`config.mk`:
```
export PLATFORM = sky130hd
export DESIGN_NAME = io_bus_arbiter_flat
export DESIGN_NICKNAME = d
export VERILOG_FILES = /design/src/rtl/io_bus_arbiter_if.sv /design/src/rtl/io_bus_arbiter.sv /design/src/flat_wrapper.sv
export SDC_FILE = /design/constraint.sdc
export NUM_CORES = 1
export LEC_CHECK = 0
export CAP_MARGIN = 20
export CELL_PAD_IN_SITES_DETAIL_PLACEMENT = 0
export CELL_PAD_IN_SITES_GLOBAL_PLACEMENT = 1
export CORE_ASPECT_RATIO = 0.8
export CORE_MARGIN = 2
export CORE_UTILIZATION = 22
export DETAILED_ROUTE_END_ITERATION = 12
export PLACE_DENSITY = 0.81
export SLEW_MARGIN = 20
export SYNTH_ARGS = -nofsm -noshare
export SYNTH_HDL_FRONTEND = slang
export SYNTH_SLANG_ARGS = --single-unit
```
`constraint.sdc`:
```
create_clock -name clk -period 2.74 [get_ports clk]
set_input_delay 0.548 -clock clk [delete_from_list [all_inputs] [get_ports clk]]
set_output_delay 0.548 -clock clk [all_outputs]
set_load 0.02 [all_outputs]
```
`src/rtl/io_bus_arbiter_if.sv`:
```
// Bus bundle between the two IO masters, the arbiter and the IO register block.
// The slave modport is the arbiter's view; the master modport is the environment's view.
interface io_bus_arbiter_if #(
  parameter int ADDR_W = 32,
  parameter int DATA_W = 32
);
  logic              m0_req;
  logic [ADDR_W-1:0] m0_addr;
  logic              m0_we;
  logic [3:0]        m0_be;
  logic [DATA_W-1:0] m0_wdata;
  logic              m0_gnt;
  logic              m0_done;
  logic [DATA_W-1:0] m0_rdata;

  logic              m1_req;
  logic [ADDR_W-1:0] m1_addr;
  logic              m1_we;
  logic [3:0]        m1_be;
  logic [DATA_W-1:0] m1_wdata;
  logic              m1_gnt;
  logic              m1_done;
  logic [DATA_W-1:0] m1_rdata;

  logic [ADDR_W-1:0] io_addr;
  logic              io_we;
  logic [3:0]        io_be;
  logic [DATA_W-1:0] io_wdata;
  logic [DATA_W-1:0] io_rdata;

  logic              busy;

  modport slave (
    input  m0_req, m0_addr, m0_we, m0_be, m0_wdata,
    output m0_gnt, m0_done, m0_rdata,
    input  m1_req, m1_addr, m1_we, m1_be, m1_wdata,
    output m1_gnt, m1_done, m1_rdata,
    output io_addr, io_we, io_be, io_wdata,
    input  io_rdata,
    output busy
  );

  modport master (
    output m0_req, m0_addr, m0_we, m0_be, m0_wdata,
    input  m0_gnt, m0_done, m0_rdata,
    output m1_req, m1_addr, m1_we, m1_be, m1_wdata,
    input  m1_gnt, m1_done, m1_rdata,
    input  io_addr, io_we, io_be, io_wdata,
    output io_rdata,
    input  busy
  );
endinterface

```
`src/rtl/io_bus_arbiter.sv`:
```
// Two-master arbiter/sequencer for the IO register block: grant, one-cycle issue, response.
// Define IO_ARB_FIXED_PRIO_EN for fixed priority (m0 wins ties); default is round-robin.
//
// state | meaning
// IDLE  | waiting for a request; grant and capture payload on the same edge
// ISSUE | captured request driven onto the IO port for one cycle
// RESP  | done pulse (and read data) to the owner; pointer update
module io_bus_arbiter #(
  parameter int ADDR_W = 32,
  parameter int DATA_W = 32
) (
  input  logic         clk,
  input  logic         reset,
  io_bus_arbiter_if.slave bus
);

  if (DATA_W != 32) begin : g_bad_width
    $error("io_bus_arbiter: DATA_W must be 32");
  end

  typedef enum logic [1:0] {
    IDLE  = 2'd0,
    ISSUE = 2'd1,
    RESP  = 2'd2
  } state_t;

  state_t            state;
  state_t            state_nx;

  logic              owner;
  logic              cap_we;
  logic [ADDR_W-1:0] cap_addr;
  logic [3:0]        cap_be;
  logic [DATA_W-1:0] cap_wdata;

  logic              any_req;
  logic              pick_m1;
  logic              accept;

  assign any_req = bus.m0_req | bus.m1_req;
  assign accept  = (state == IDLE) & any_req;

`ifdef IO_ARB_FIXED_PRIO_EN
  // m1 only wins when m0 is silent; it can starve under continuous m0 traffic.
  assign pick_m1 = bus.m1_req & ~bus.m0_req;
`else
  logic last_owner;

  // On a tie the master that was not served last wins.
  assign pick_m1 = bus.m1_req & (~bus.m0_req | ~last_owner);

  always_ff @(posedge clk or posedge reset) begin
    if (reset) begin
      last_owner <= 1'b1;
    end else if (state == RESP) begin
      last_owner <= owner;
    end
  end
`endif

  always_ff @(posedge clk or posedge reset) begin
    if (reset) begin
      state <= IDLE;
    end else begin
      state <= state_nx;
    end
  end

  always_comb begin
    state_nx = state;
    case (state)
      IDLE:    if (any_req) state_nx = ISSUE;
      ISSUE:   state_nx = RESP;
      RESP:    state_nx = IDLE;
      default: state_nx = IDLE;
    endcase
  end

  always_ff @(posedge clk or posedge reset) begin
    if (reset) begin
      owner     <= 1'b0;
      cap_we    <= 1'b0;
      cap_addr  <= '0;
      cap_be    <= '0;
      cap_wdata <= '0;
    end else if (accept) begin
      owner <= pick_m1;
      if (pick_m1) begin
        cap_we    <= bus.m1_we;
        cap_addr  <= bus.m1_addr;
        cap_be    <= bus.m1_be;
        cap_wdata <= bus.m1_wdata;
      end else begin
        cap_we    <= bus.m0_we;
        cap_addr  <= bus.m0_addr;
        cap_be    <= bus.m0_be;
        cap_wdata <= bus.m0_wdata;
      end
    end
  end

  // Grants are gated by reset so no master sees an accept while the block is held.
  always_comb begin
    bus.m0_gnt   = 1'b0;
    bus.m1_gnt   = 1'b0;
    bus.m0_done  = 1'b0;
    bus.m1_done  = 1'b0;
    bus.m0_rdata = '0;
    bus.m1_rdata = '0;
    bus.io_addr  = '0;
    bus.io_we    = 1'b0;
    bus.io_be    = '0;
    bus.io_wdata = '0;
    bus.busy     = 1'b0;
    case (state)
      IDLE: begin
        bus.m0_gnt = accept & ~pick_m1 & ~reset;
        bus.m1_gnt = accept &  pick_m1 & ~reset;
      end
      ISSUE: begin
        bus.busy     = 1'b1;
        bus.io_addr  = cap_addr;
        bus.io_we    = cap_we;
        bus.io_be    = cap_be;
        bus.io_wdata = cap_wdata;
      end
      RESP: begin
        bus.busy = 1'b1;
        if (owner) begin
          bus.m1_done  = 1'b1;
          bus.m1_rdata = cap_we ? '0 : bus.io_rdata;
        end else begin
          bus.m0_done  = 1'b1;
          bus.m0_rdata = cap_we ? '0 : bus.io_rdata;
        end
      end
      default: ;
    endcase
  end

endmodule

```
`src/flat_wrapper.sv`:
```
// flat-port wrapper written by rule: the top's interface ports become plain ports
module io_bus_arbiter_flat 
#(
  parameter int ADDR_W = 32,
  parameter int DATA_W = 32
)
  (clk, reset, bus_m0_req, bus_m0_addr, bus_m0_we, bus_m0_be, bus_m0_wdata, bus_m0_gnt, bus_m0_done, bus_m0_rdata, bus_m1_req, bus_m1_addr, bus_m1_we, bus_m1_be, bus_m1_wdata, bus_m1_gnt, bus_m1_done, bus_m1_rdata, bus_io_addr, bus_io_we, bus_io_be, bus_io_wdata, bus_io_rdata, bus_busy);
  io_bus_arbiter_if #(.ADDR_W(ADDR_W), .DATA_W(DATA_W)) bus_i ();
  input  logic clk;
  input  logic reset;
  input wire logic [$bits(bus_i.m0_req)-1:0] bus_m0_req;
  input wire logic [$bits(bus_i.m0_addr)-1:0] bus_m0_addr;
  input wire logic [$bits(bus_i.m0_we)-1:0] bus_m0_we;
  input wire logic [$bits(bus_i.m0_be)-1:0] bus_m0_be;
  input wire logic [$bits(bus_i.m0_wdata)-1:0] bus_m0_wdata;
  output wire logic [$bits(bus_i.m0_gnt)-1:0] bus_m0_gnt;
  output wire logic [$bits(bus_i.m0_done)-1:0] bus_m0_done;
  output wire logic [$bits(bus_i.m0_rdata)-1:0] bus_m0_rdata;
  input wire logic [$bits(bus_i.m1_req)-1:0] bus_m1_req;
  input wire logic [$bits(bus_i.m1_addr)-1:0] bus_m1_addr;
  input wire logic [$bits(bus_i.m1_we)-1:0] bus_m1_we;
  input wire logic [$bits(bus_i.m1_be)-1:0] bus_m1_be;
  input wire logic [$bits(bus_i.m1_wdata)-1:0] bus_m1_wdata;
  output wire logic [$bits(bus_i.m1_gnt)-1:0] bus_m1_gnt;
  output wire logic [$bits(bus_i.m1_done)-1:0] bus_m1_done;
  output wire logic [$bits(bus_i.m1_rdata)-1:0] bus_m1_rdata;
  output wire logic [$bits(bus_i.io_addr)-1:0] bus_io_addr;
  output wire logic [$bits(bus_i.io_we)-1:0] bus_io_we;
  output wire logic [$bits(bus_i.io_be)-1:0] bus_io_be;
  output wire logic [$bits(bus_i.io_wdata)-1:0] bus_io_wdata;
  input wire logic [$bits(bus_i.io_rdata)-1:0] bus_io_rdata;
  output wire logic [$bits(bus_i.busy)-1:0] bus_busy;
  assign bus_i.m0_req = bus_m0_req;
  assign bus_i.m0_addr = bus_m0_addr;
  assign bus_i.m0_we = bus_m0_we;
  assign bus_i.m0_be = bus_m0_be;
  assign bus_i.m0_wdata = bus_m0_wdata;
  assign bus_m0_gnt = bus_i.m0_gnt;
  assign bus_m0_done = bus_i.m0_done;
  assign bus_m0_rdata = bus_i.m0_rdata;
  assign bus_i.m1_req = bus_m1_req;
  assign bus_i.m1_addr = bus_m1_addr;
  assign bus_i.m1_we = bus_m1_we;
  assign bus_i.m1_be = bus_m1_be;
  assign bus_i.m1_wdata = bus_m1_wdata;
  assign bus_m1_gnt = bus_i.m1_gnt;
  assign bus_m1_done = bus_i.m1_done;
  assign bus_m1_rdata = bus_i.m1_rdata;
  assign bus_io_addr = bus_i.io_addr;
  assign bus_io_we = bus_i.io_we;
  assign bus_io_be = bus_i.io_be;
  assign bus_io_wdata = bus_i.io_wdata;
  assign bus_i.io_rdata = bus_io_rdata;
  assign bus_busy = bus_i.busy;
  io_bus_arbiter #(.ADDR_W(ADDR_W), .DATA_W(DATA_W)) u_core (.clk(clk), .reset(reset), .bus(bus_i));
endmodule
```
==> flow_summary.html, run 1 <==
<table>
<tr><th>Metric</th><th>Value</th></tr>
<tr><th colspan="2">STA</th></tr>
<tr><td>Final setup fails</td><td>0</td></tr>
<tr><td>Final cycle utilization of the critical path</td><td>96.9%</td></tr>
<tr><td>Worst Max-Slew Pin Slew</td><td>0.891 ns</td></tr>
<tr><td>Setup total negative slack</td><td>0 ns</td></tr>
<tr><td>Number of pins exceeding their max-slew limit in the final report</td><td>0</td></tr>
<tr><td>Post-route minimum period</td><td>2.65 ns</td></tr>
<tr><td>Clock skew</td><td>0.00981 ns</td></tr>
<tr><td>Slew HR</td><td>40.6%</td></tr>
<tr><td>Worst hold-check slack</td><td>0.508 ns</td></tr>
<tr><td>Final hold vios</td><td>0</td></tr>
<tr><td>Achievable Freq</td><td>377 MHz</td></tr>
<tr><td>Final Worst Setup Slack</td><td>0.0853 ns</td></tr>
<tr><td>Setup repair after global routing missed its margin</td><td>no</td></tr>
<tr><th colspan="2">Finish</th></tr>
<tr><td>Layout Area Growth over Synthesis</td><td>89.9%</td></tr>
<tr><td>Filler-free cell count of the finished design</td><td>999</td></tr>
<tr><td>Layout net count</td><td>914</td></tr>
<tr><td>Fraction of final layout cells with drive strength greater than 1</td><td>14.2%</td></tr>
<tr><td>Finished Cell Area</td><td>8130 sq um</td></tr>
<tr><td>Antenna cells</td><td>0</td></tr>
<tr><th colspan="2">Placement</th></tr>
<tr><td>Count of input and output buffers</td><td>311</td></tr>
<tr><td>GPL Wtd Cong</td><td>0.779</td></tr>
<tr><td>Placed Area</td><td>7680 sq um</td></tr>
<tr><td>DP Wirelength</td><td>11.2 mm</td></tr>
<tr><td>Count of placed standard cells including taps</td><td>983</td></tr>
<tr><td>Post-placement worst setup slack</td><td>0.116 ns</td></tr>
<tr><th colspan="2">Pwr</th></tr>
<tr><td>IR Drop Worst-Case VDD</td><td>0.494 mV</td></tr>
<tr><td>Leakage power figure</td><td>0.00419 uW</td></tr>
<tr><td>Total power density per cell area</td><td>896 nW/um^2</td></tr>
<tr><th colspan="2">Yosys</th></tr>
<tr><td>Register bit count reported by yosys</td><td>73</td></tr>
<tr><td>Sequential share of the synthesized area</td><td>42.7%</td></tr>
<tr><td>Number of distinct standard cells referenced by the synthesized netlist</td><td>18</td></tr>
<tr><td>Yosys warning count</td><td>0</td></tr>
<tr><td>Cell area after synthesis</td><td>4280 sq um</td></tr>
<tr><td>Synthesized instance count</td><td>439</td></tr>
<tr><td>Post-Syn Area per Cell</td><td>9.75 sq um</td></tr>
<tr><td>Post-synthesis net count</td><td>617</td></tr>
<tr><th colspan="2">CTS</th></tr>
<tr><td>Worst-case clock buffer depth</td><td>2</td></tr>
<tr><td>Clk root buf</td><td>clkbuf_16</td></tr>
<tr><td>Count of H-tree levels built during CTS</td><td>3</td></tr>
<tr><td>Sink count of the clock tree</td><td>73</td></tr>
<tr><td>CTS tree</td><td>yes</td></tr>
<tr><td>Num CTS Buffers</td><td>9</td></tr>
<tr><td>Clock slew at reported path FFs</td><td>0.06 ns</td></tr>
<tr><td>Clock latency at the later pin of the worst-skew pair</td><td>0.34 ns</td></tr>
<tr><th colspan="2">Floorplanning</th></tr>
<tr><td>Initial Utilization</td><td>22.5%</td></tr>
<tr><td>Die height</td><td>129 um</td></tr>
<tr><td>Rows</td><td>45</td></tr>
<tr><td>Horizontal extent of the die</td><td>160 um</td></tr>
<tr><td>Core Box Area</td><td>19,000 sq um</td></tr>
<tr><td>Die footprint</td><td>20,600 sq um</td></tr>
<tr><td>Top-level port count</td><td>312</td></tr>
<tr><th colspan="2">GRT</th></tr>
<tr><td>Pin count of the biggest net entering global routing</td><td>71</td></tr>
<tr><td>Total Routing Usage GR</td><td>15.0%</td></tr>
<tr><td>First-pass GRT wire length</td><td>24.3 mm</td></tr>
<tr><td>Number of antenna violations at the first check in global routing</td><td>0</td></tr>
<tr><td>Via count of the first global-routing pass</td><td>4,448</td></tr>
<tr><td>Gr ovfl total</td><td>0</td></tr>
<tr><th colspan="2">Detailed routing</th></tr>
<tr><td>Residual antenna-violating net count after detailed routing</td><td>0</td></tr>
<tr><td>Routed vias/inst</td><td>4.38</td></tr>
<tr><td>1st-pass router iterations</td><td>4</td></tr>
<tr><td>Vias</td><td>4,371</td></tr>
<tr><td>Average routed wire per standard cell</td><td>16.3 um</td></tr>
<tr><td>Detailed-route DRC error count</td><td>0</td></tr>
<tr><td>Routed wire length</td><td>16.3 mm</td></tr>
<tr><td>Starting DRT DRC Count</td><td>225</td></tr>
<tr><th colspan="2">Outcome</th></tr>
<tr><td>Run status</td><td>complete, no violations</td></tr>
<tr><th colspan="2">Run</th></tr>
<tr><td>Number of max-capacitance violations reported</td><td>0</td></tr>
<tr><th colspan="2">Setup path</th></tr>
<tr><td>Required time at the endpoint of the critical path</td><td>2.19 ns</td></tr>
<tr><td>Critical path capture point type</td><td>output port</td></tr>
<tr><td>Startpoint kind of the worst setup timing path</td><td>flop</td></tr>
<tr><td>Critical Path AT</td><td>2.11 ns</td></tr>
<tr><td>Type of the worst setup path</td><td>reg2out</td></tr>
<tr><td>Maximum fanout along the worst path</td><td>33</td></tr>
<tr><th colspan="2">Min path</th></tr>
<tr><td>Worst min-delay path category</td><td>reg2reg</td></tr>
</table>
==> worst paths after layout <==
check                                             from                               to  slack [ns]  depth (start not counted)
max reg2reg                u_core.state[0]$_DFFE_PP0P_  u_core.cap_addr[27]$_DFFE_PP0N_        0.54                          6
max in group asynchronous                        reset      u_core.state[1]$_DFFE_PP0P_        1.23                          3
min reg2reg                   u_core.owner$_DFFE_PP0N_         u_core.owner$_DFFE_PP0N_        0.51                          1
min                           u_core.owner$_DFFE_PP0N_         u_core.owner$_DFFE_PP0N_        0.51                          1
max                        u_core.state[0]$_DFFE_PP0P_                  bus_m0_rdata[4]        0.09                          6
min in group asynchronous                        reset        u_core.cap_we$_DFFE_PP0N_        0.60                          3
==> stage by stage <==
stage / total power, uW / util (%)
global placement: 6110 / 40.3
finish: 7280 / 42.7
global route: 7770 / 42.7
CTS: 7420 / 41.9
floorplan: 4390 / -
detailed placement: 6130 / 40.3
==> cell families (layout without fill, tap and decap cells) <==
logic type / count (synthesis) / count (layout) / synth area share (%)
AND/OR/NAND/NOR: 242 / 242 / 31.3
AO/OA/AOI/OAI: 75 / 75 / 19.2
flip-flops: 73 / 73 / 42.7
buffers and inverters: 44 / 346 / 5.26
adder cells (fa/ha/maj): 4 / 4 / 1.17
multiplexers: 1 / 1 / 0.263
==> placed cells by master (no fill, tap or decap), drive strengths merged <==
cell type	synthesis	final
ha	4	4
nand2b	33	33
nand2	4	4
dlymetal6s2s	0	56
clkinvlp	0	4
clkbuf	25	10
bufinv	0	1
dfstp	1	1
a21boi	1	1
buf	13	13
and2	140	140
a21oi	2	2
o21ai	2	2
inv	6	6
a221o	69	69
a21o	1	1
dlygate4sd2	0	3
nor2	65	65
dfrtp	72	72
mux2	1	1
clkdlybuf4s50	0	252
clkinv	0	1
==> critical path, cell delays in order, from the launching register on <==
cell and delay, ns:
dfrtp_1 0.41, inv_1 0.11, ha_1 0.20, nand2b_1 0.07
buf_4 0.24, nor2_1 0.12, clkdlybuf4s50_1 0.61
==> cell usage after synthesis <==
| cell type | instances | area, sq um |
|---|---|---|
| ha_1 | 4 | 50.1 |
| and2_1 | 140 | 876 |
| a21o_1 | 1 | 7.51 |
| a21oi_2 | 2 | 17.5 |
| dfstp_2 | 1 | 26.3 |
| inv_1 | 6 | 22.5 |
| o21ai_2 | 1 | 8.76 |
| a21boi_0 | 1 | 7.51 |
| clkbuf_1 | 25 | 93.8 |
| dfrtp_1 | 72 | 1800 |
| nand2_1 | 4 | 15.0 |
| buf_6 | 7 | 78.8 |
| mux2_2 | 1 | 11.3 |
| nand2b_1 | 33 | 206 |
| a221o_2 | 69 | 777 |
| o21ai_0 | 1 | 5.00 |
| nor2_1 | 65 | 244 |
| buf_2 | 6 | 30.0 |
==> repair_timing <==
action                     in CTS  in global routing
buffers inserted                0                  0
hold buffers                    0                  0
hold endpoints to repair        0                  0
gates resized for setup         4                 57
gates cloned                    0                  0
setup endpoints to repair      12                 65
==> state kept, by name (all words and copies together) (netlist names) <==
register	cells
u_core.owner	1
u_core.cap_we	1
u_core.last_owner	1
u_core.cap_wdata	32
u_core.cap_addr	32
u_core.cap_be	4
u_core.state	2
==> layout make-up <==
cell class	count	area [sq um]
multi-input combinational	322	2250
inverter	6	26.3
clock buffer	10	239
fill	1874	10900
sequential	73	1830
tap	258	323
clock inverter	6	66.3
timing repair buffer	324	3390
==> routing by layer <==
layer  vias to the layer above  part of all wire (%)  global-route usage (%)
met5                         -                     0                       0
met4                         0                   1.1                    3.44
met3                        14                   8.6                    5.87
met2                       173                    46                    25.4
met1                      2081                    44                    18.3
li1                       2103                     -                       -
==> where the power goes <==
| part | switching (uW) | total (uW) | internal (uW) |
|---|---|---|---|
| registers | 240 | 1850 | 1610 |
| clock network | 493 | 1230 | 732 |
| logic | 2020 | 4210 | 2190 |
Note: power is estimated with default switching activity, not from simulation.
==> inputs of run 2 (changes only) <==
--- a/config.mk
+++ b/config.mk
@@ -8,7 +8,7 @@
 export CAP_MARGIN = 20
 export CELL_PAD_IN_SITES_DETAIL_PLACEMENT = 0
 export CELL_PAD_IN_SITES_GLOBAL_PLACEMENT = 1
-export CORE_ASPECT_RATIO = 0.8
+export CORE_ASPECT_RATIO = 0.9
 export CORE_MARGIN = 2
 export CORE_UTILIZATION = 22
 export DETAILED_ROUTE_END_ITERATION = 12
==> run 2 against run 1 <==
Effect of this change: maximum frequency grew 1.3%; cell count shrank 1.0%; sequential share of layout area fell by 0.10 points; global-route usage increased by 0.15 points; non-clock buffer count down 1; combinational power about the same; via count down 0.37%; power increased by 2.1%; first-iteration DRC count down 44%; core utilization grew 0.072 points; largest power group unchanged.
==> flow_summary.html, run 2 (synthesis gave the netlist of run 1 again) <==
<table>
<tr><th>Metric</th><th>Value</th></tr>
<tr><th colspan="2">Finish</th></tr>
<tr><td>Biggest registers after layout</td><td>u_core.cap_addr (32), u_core.cap_wdata (32), u_core.cap_be (4)</td></tr>
<tr><td>Leading cell types in the layout, fill and taps excluded</td><td>clkdlybuf4s50_1 (242), and2_1 (140), dfrtp_1 (71)</td></tr>
<tr><td>Layout net count</td><td>913</td></tr>
<tr><td>Final design utilization</td><td>42.8%</td></tr>
<tr><td>Layout Area Growth over Synthesis</td><td>90.9%</td></tr>
<tr><td>Most common cell after layout, fill and taps aside</td><td>clkdlybuf4s50_1</td></tr>
<tr><td>Antenna cells</td><td>0</td></tr>
<tr><td>Fraction of final layout cells with drive strength greater than 1</td><td>14.1%</td></tr>
<tr><th colspan="2">STA</th></tr>
<tr><td>Worst Max-Slew Pin Slew</td><td>0.868 ns</td></tr>
<tr><td>Number of pins exceeding their max-slew limit in the final report</td><td>0</td></tr>
<tr><td>Setup total negative slack</td><td>0 ns</td></tr>
<tr><td>Post-route minimum period</td><td>2.62 ns</td></tr>
<tr><td>Setup repair after global routing missed its margin</td><td>no</td></tr>
<tr><td>Clock skew</td><td>0.0143 ns</td></tr>
<tr><td>Slew HR</td><td>42.1%</td></tr>
<tr><td>Final cycle utilization of the critical path</td><td>95.7%</td></tr>
<tr><td>Final setup fails</td><td>0</td></tr>
<tr><td>Achievable Freq</td><td>381 MHz</td></tr>
<tr><td>Final hold vios</td><td>0</td></tr>
<tr><th colspan="2">Setup path</th></tr>
<tr><td>Critical path capture point type</td><td>output port</td></tr>
<tr><td>Critical-path cell list</td><td>inv_1 &gt; ha_2 &gt; buf_12 &gt; and2_1 &gt; clkdlybuf4s50_1</td></tr>
<tr><td>Required time at the endpoint of the critical path</td><td>2.19 ns</td></tr>
<tr><td>Type of the worst setup path</td><td>reg2out</td></tr>
<tr><td>Maximum fanout along the worst path</td><td>42</td></tr>
<tr><td>Startpoint kind of the worst setup timing path</td><td>flop</td></tr>
<tr><td>Largest stage delay, worst path</td><td>0.62 ns</td></tr>
<tr><td>Slowest stage cell, crit path</td><td>clkdlybuf4s50_1</td></tr>
<tr><td>Critical Path AT</td><td>2.07 ns</td></tr>
<tr><th colspan="2">CTS</th></tr>
<tr><td>Buffer count from post-CTS setup fixing</td><td>0</td></tr>
<tr><td>Worst-case clock buffer depth</td><td>2</td></tr>
<tr><td>Clock latency at the later pin of the worst-skew pair</td><td>0.34 ns</td></tr>
<tr><td>Number of hold buffers added after CTS</td><td>0</td></tr>
<tr><td>Num CTS Buffers</td><td>9</td></tr>
<tr><td>Clk root buf</td><td>clkbuf_16</td></tr>
<tr><td>Sink count of the clock tree</td><td>73</td></tr>
<tr><td>CTS tree</td><td>yes</td></tr>
<tr><td>Count of H-tree levels built during CTS</td><td>3</td></tr>
<tr><td>Clock slew at reported path FFs</td><td>0.05 ns</td></tr>
<tr><th colspan="2">Detailed routing</th></tr>
<tr><td>Routed wire length</td><td>16.4 mm</td></tr>
<tr><td>Average routed wire per standard cell</td><td>16.5 um</td></tr>
<tr><td>Routed vias/inst</td><td>4.40</td></tr>
<tr><td>1st-pass router iterations</td><td>4</td></tr>
<tr><td>Residual antenna-violating net count after detailed routing</td><td>0</td></tr>
<tr><td>Starting DRT DRC Count</td><td>126</td></tr>
<tr><td>Vias</td><td>4,355</td></tr>
<tr><td>Detailed-route DRC error count</td><td>0</td></tr>
<tr><th colspan="2">Pwr</th></tr>
<tr><td>Total power density per cell area</td><td>910 nW/um^2</td></tr>
<tr><td>Leakage power figure</td><td>0.00440 uW</td></tr>
<tr><td>IR Drop Worst-Case VDD</td><td>0.369 mV</td></tr>
<tr><td>PnR Total Power</td><td>7430 uW</td></tr>
<tr><th colspan="2">Run</th></tr>
<tr><td>Number of max-capacitance violations reported</td><td>0</td></tr>
<tr><th colspan="2">GRT</th></tr>
<tr><td>Number of antenna violations at the first check in global routing</td><td>0</td></tr>
<tr><td>First-pass GRT wire length</td><td>24.1 mm</td></tr>
<tr><td>Total Routing Usage GR</td><td>15.2%</td></tr>
<tr><td>Gr ovfl total</td><td>0</td></tr>
<tr><td>Via count of the first global-routing pass</td><td>4,340</td></tr>
<tr><td>Pin count of the biggest net entering global routing</td><td>71</td></tr>
<tr><th colspan="2">Floorplanning</th></tr>
<tr><td>Horizontal extent of the die</td><td>151 um</td></tr>
<tr><td>Rows</td><td>48</td></tr>
<tr><td>Die height</td><td>136 um</td></tr>
<tr><td>Initial Utilization</td><td>22.4%</td></tr>
<tr><td>Die footprint</td><td>20,600 sq um</td></tr>
<tr><td>Core Box Area</td><td>19,100 sq um</td></tr>
<tr><td>Top-level port count</td><td>312</td></tr>
<tr><th colspan="2">Placement</th></tr>
<tr><td>GPL Wtd Cong</td><td>0.724</td></tr>
<tr><td>DP Wirelength</td><td>11.5 mm</td></tr>
<tr><td>Count of input and output buffers</td><td>311</td></tr>
<tr><th colspan="2">Min path</th></tr>
<tr><td>Worst min-delay path category</td><td>reg2reg</td></tr>
<tr><th colspan="2">Outcome</th></tr>
<tr><td>Run status</td><td>complete, no violations</td></tr>
</table>
## run 2: cell types whose count changed in the layout (fill, tap and decap cells not counted), sizes merged
cell and delta:
clkdlybuf4s50 -10, dlymetal6s2s +9, clkinvlp -3, bufinv +2, buf -1, clkinv +1
dlygate4sd2 +1, inv -1
## run 2: what timing repair did
| action | 4_1_cts | 5_1_grt |
|---|---|---|
| resized for setup | 4 | 68 |
| pin swaps | 0 | 0 |
| cloned | 0 | 0 |
| endpoints found under the setup margin | 4 | 68 |
## run 2: per-layer routing
metal	global-route usage (%)	routed length [um]	up-vias
li1	-	-	2094
met1	19.1	7220	2074
met2	24.6	7610	170
met3	5.40	1260	17
met4	4.36	275	0
met5	0	0	-
## run 2: metrics by stage
step	cells	cell area (sq um)	setup slack [ns]	hold slack [ns]
after floorplan	439	4280	0.157	0.463
after global placement	974	7660	0.0718	0.481
after detailed placement	974	7660	0.0555	0.492
after CTS	989	8000	0.0113	0.503
after global routing	989	8170	0.00484	0.554
final	989	8170	0.119	0.500
## run 2: area by class of cell
type,count,area [sq um]
fillers,1871,10900
repair buffers,323,3410
multi-input cells,322,2250
flip-flops and latches,73,1830
well taps,250,313
clock buffers,10,239
clock inverters,5,104
inverters,6,26.3
## run 2: path summary, 6_finish.rpt
| check | startpoint | endpoint | slack, ns | depth (start not counted) |
|---|---|---|---|---|
| worst min register to register | u_core.owner$_DFFE_PP0N_ | u_core.owner$_DFFE_PP0N_ | 0.50 | 1 |
| max in group asynchronous | reset | u_core.cap_we$_DFFE_PP0N_ | 1.62 | 3 |
| worst max-delay path | u_core.state[1]$_DFFE_PP0P_ | bus_io_wdata[12] | 0.12 | 5 |
| worst min-delay path | u_core.owner$_DFFE_PP0N_ | u_core.owner$_DFFE_PP0N_ | 0.50 | 1 |
| worst max register to register | u_core.state[1]$_DFFE_PP0P_ | u_core.cap_addr[23]$_DFFE_PP0N_ | 0.57 | 6 |
| min in group asynchronous | reset | u_core.cap_wdata[6]$_DFFE_PP0N_ | 0.75 | 3 |
## run 2: report_power, final
part / switching (uW) / total [uW] / internal, uW / leakage, uW
clock: 466 / 1370 / 909 / 0.000169
sequential: 269 / 1880 / 1610 / 0.000898
combinational: 1990 / 4180 / 2200 / 0.00334
## run 2: critical path: cells and delay by family (launching register included)
| kind | cells | cell delay, ns |
|---|---|---|
| buffers and inverters | 3 | 0.92 |
| and+or+nand+nor | 1 | 0.15 |
| DFF | 1 | 0.39 |
| adders and majority gates | 1 | 0.25 |
